===== config.mk =====
export PLATFORM = sky130hd
export DESIGN_NAME = clock_divider_flat
export DESIGN_NICKNAME = d
export VERILOG_FILES = /design/src/rtl/clock_divider_if.sv /design/src/rtl/clock_divider.sv /design/src/flat_wrapper.sv
export SDC_FILE = /design/constraint.sdc
export NUM_CORES = 1
export LEC_CHECK = 0
export ABC_AREA = 1
export ABC_CLOCK_PERIOD_IN_PS = 1000
export CELL_PAD_IN_SITES_DETAIL_PLACEMENT = 1
export CELL_PAD_IN_SITES_GLOBAL_PLACEMENT = 2
export CORE_AREA = 2 2 39 41
export DETAILED_ROUTE_END_ITERATION = 6
export DIE_AREA = 0 0 41 43
export PLACE_DENSITY = 0.31
export SLEW_MARGIN = 30
export SYNTH_ARGS = -nofsm -noshare
export SYNTH_HDL_FRONTEND = slang
export SYNTH_SLANG_ARGS = --single-unit

===== constraint.sdc =====
create_clock -name clk -period 1 [get_ports clk]
set_clock_uncertainty 0.15 [all_clocks]
set_input_delay 0.2 -clock clk [delete_from_list [all_inputs] [get_ports clk]]
set_output_delay 0.2 -clock clk [all_outputs]
set_load 0.02 [all_outputs]

===== src/rtl/clock_divider_if.sv =====
// Divided-clock bundle produced by clock_divider.
// The divider owns the master side; consumers attach to the slave side.
interface clock_divider_if;
  logic clk2;
  logic clk4;
  logic clk8;

  modport master (output clk2, clk4, clk8);
  modport slave  (input  clk2, clk4, clk8);
endinterface


===== src/rtl/clock_divider.sv =====
// Divide-by-2/4/8 clock generator.
// A single free-running 3-bit counter provides all three outputs, so they stay
// phase-locked to each other and to clk. Every output is a bare flop bit with
// no logic after it, which keeps them glitch-free.
module clock_divider (
  input  logic            clk,
  input  logic            rst,
  clock_divider_if.master div
);

  logic [2:0] cnt;

  // Free-running modulo-8 count; the 111 -> 000 wrap is an ordinary increment.
  always_ff @(posedge clk or posedge rst) begin
    if (rst) cnt <= 3'b000;
    else     cnt <= cnt + 3'd1;
  end

  assign div.clk2 = cnt[0];
  assign div.clk4 = cnt[1];
  assign div.clk8 = cnt[2];

endmodule


===== src/flat_wrapper.sv =====
// flat-port wrapper written by rule: the top's interface ports become plain ports
module clock_divider_flat 
  (clk, rst, div_clk2, div_clk4, div_clk8);
  clock_divider_if div_i ();
  input  logic clk;
  input  logic rst;
  output wire logic [$bits(div_i.clk2)-1:0] div_clk2;
  output wire logic [$bits(div_i.clk4)-1:0] div_clk4;
  output wire logic [$bits(div_i.clk8)-1:0] div_clk8;
  assign div_clk2 = div_i.clk2;
  assign div_clk4 = div_i.clk4;
  assign div_clk8 = div_i.clk8;
  clock_divider u_core (.clk(clk), .rst(rst), .div(div_i));
endmodule

# Yosys cells after proc, flatten, opt, wreduce, memory -nomap -nowiden
# Index checks and enable logic that the tools add are counted.
[classes] add_sub_neg=1
[ops] operator="3-bit by 1-bit adder with 3-bit output, second input constant" count=1
[totals] reg_bits=3 inputBits=2 output_inout_bits=3 wordCells=2

# Logic depth before layout (Yosys ltp)
[logic_depth] depth_word=1 mapped_depth=4 depth_no_buf=4

# Worst setup path before layout
# No wires, ideal clock.
[synth_path] kind="register -> register" from="reg u_core.cnt[1]" to="reg u_core.cnt[2]" setup_time_ns=0.117 arrival_time_ns=0.766 required_time_ns=0.733 path_slack_ns=-0.034 stages_incl_launch_ff=4 n_path_buf=0 period_less_slack_ns=1.034 path_cell_list="dfrtp_1 -> ha_1 -> nand2_1 -> nand2_1"
[synth_between] elab_chain_len=1
[synth_lines] item="start, declared" line="clock_divider.sv:11" text="logic [2:0] cnt;"
[synth_lines] item="start signal, assigned" line="clock_divider.sv:16" text="else cnt <= cnt + 3'd1;"
[synth_lines] item="3-bit by 1-bit adder with 3-bit output" line="clock_divider.sv:16"
# Every way passes these cells.

# Final worst setup path
[layout_path] from="reg u_core.cnt[1]" to="out div_clk4"
[layout_rtl] item="end, declared" line="flat_wrapper.sv:8" text="output wire logic [$bits(div_i.clk4)-1:0] div_clk4;"
# No word-level cell between the ends.

==> reports/qor.csv <==
metric,value,unit
status,"finished, violations left",
violations,setup timing,
final_nets,27,
cp.buffers_inverters,1,
total_power,0.344,mW
start_util,0.0823,
clock_latency,230,ps
slew_headroom,0.933,
regMostFlops,u_core.cnt,
ios,5,
clockBufferDepth,2,
grt_overflow,0,
numCtsBuffers,3,
reg_top3,u_core.cnt: 3 flops,
min_period_over_period,1.11,
critical_path_class,flop to primary output,
critPathCaptureType,primary output,
antenna_cells,0,
dieArea,1760,µm²
wl_met3,22,µm
vias,113,
cts.sinks,3,
synth_top_area_share,0.659,
hold_viol,0,
setup_viol,5,
worstHoldPathType,flop to flop,
fp.dieH,43,µm
rows,14,
tightest_slew,100,ps
grt_antenna_before_repair,0,
cp.arrival,760,ps
fin_cells,39,
avgSynthCellArea,10.4,µm²
worstHoldPathCells,2,
grt_max_degree,4,
cp.required,650,ps
wl_met2,128,µm
yosysUniqueCellTypes,4,
max_freq,899,MHz
portBuffers,4,
first_global_vias,117,
drtPass1Iterations,1,
p_leak,0.123,nW
rsz0062_at_grt,yes,
synthCells,11,
drtAntennaViolNets,0,
max_stage_delay,400,ps
drcViolationCount,0,
synth_area_leaders,"dfrtp_1 (66%), inv_1 (13%), ha_1 (11%)",
final_cell_area,251,µm²
path_delay_family,flip-flops,
yosysWarnings,0,
fin_ws,-112,ps
drive_gt1_frac,0.565,
grt_usage,0.0483,
grt_first_pass_wirelength,455,µm
crit_cells,1,
yosysSeqAreaShare,0.659,
ctsHtreeMaxLevel,1,
syn_area,114,µm²
fin_worst_hold_slack,394,ps
cap_violations,0,
via_per_inst,2.90,
crit_slowest_cell,dfrtp_2,
post_dp_cell_area,201,µm²
largest_register_ffs,3,
core_area,1380,µm²
fin_crit,1110,ps
gpl.final_weighted_congestion,0.546,
wl_met1,92,µm
reg2reg_depth,4,
final.setup.tns,-395,ps
ys_ff_latch,3,
die_width,41,µm
drt-total-wl,262,µm
area_delta_synth_final,121,%
cts.clk_slew.worst_paths,40,ps
root_buffer,clkbuf_4,
synth_fp_nets,14,
path_max_fanout,2,
dp_cells,34,
synth_largest_area_cell,dfrtp_1,
postLayoutCoreUtil,0.182,
maxUsedRoutingLayer,met4,
start_kind,flop,
slew_viol_final,0,
vdd_drop_max,0.000498,V
tritoncts,yes,
crit_chain,buf_6,
wl_per_cell,6.72,µm
dp_slack,-294,ps
drtIter0Drc,0,
power.density,1370,nW/µm²
-- Yosys cell counts --
| cell | number |
|---|---|
| nand2_1 | 3 |
| dfrtp_1 | 3 |
| ha_1 | 1 |
| inv_1 | 4 |
-- layout make-up --
| type | count | area, µm² |
|---|---|---|
| fill | 163 | 1130 |
| sequential | 3 | 77.6 |
| timing repair buffer | 8 | 76.3 |
| multi-input combinational | 4 | 36.3 |
| clock buffer | 4 | 26.3 |
| tap | 16 | 20.0 |
| inverter | 4 | 15.0 |
-- cells in the final DEF (no fill, tap or decap) --
cell type        netlist  routed
inv_1                  4       3
dlygate4sd3_1          0       1
clkbuf_1               0       1
ha_4                   0       1
buf_4                  0       3
dfrtp_1                3       1
clkdlybuf4s50_1        0       1
nand2_1                3       3
buf_6                  0       3
inv_2                  0       1
dfrtp_2                0       2
clkbuf_4               0       3
-- final timing paths --
path / to / from / slack, ps
worst max-delay path: div_clk4 / u_core.cnt[1]$_DFF_PP0_ / -110
worst min-delay path: u_core.cnt[0]$_DFF_PP0_ / u_core.cnt[0]$_DFF_PP0_ / 390
worst max register to register: u_core.cnt[2]$_DFF_PP0_ / u_core.cnt[1]$_DFF_PP0_ / -50
worst min register to register: u_core.cnt[0]$_DFF_PP0_ / u_core.cnt[0]$_DFF_PP0_ / 390
max in group asynchronous: u_core.cnt[0]$_DFF_PP0_ / rst / 40
min in group asynchronous: u_core.cnt[2]$_DFF_PP0_ / rst / 540
-- kinds of logic after synthesis --
logic type                 Yosys count  synth area share
DFF                                  3             0.659
adders and majority gates            1             0.110
and+or+nand+nor                      3            0.0989
buffers and inverters                4             0.132
-- timing repair --
item | CTS | global route
buffers inserted | 0 | 0
setup endpoints to repair | 5 | 8
resized for setup | 19 | 1
pin swaps | 1 | 0
hold buffers | 1 | 0
endpoints found under the hold margin | 3 | 0
gates cloned | 0 | 0
-- per-layer routing --
layer  track usage  vias to the layer above
li1              -                       53
met1        0.0422                       51
met2        0.0500                        7
met3        0.0209                        2
met4         0.100                        0
met5             0                        -
-- report_power, final --
group | total, mW | internal (mW) | switching [mW]
combinational | 0.00986 | 0.00636 | 0.00349
sequential | 0.122 | 0.122 | 0
clock | 0.212 | 0.149 | 0.0625
total | 0.344 | 0.278 | 0.0660
Power figures use the tool's default switching activity.
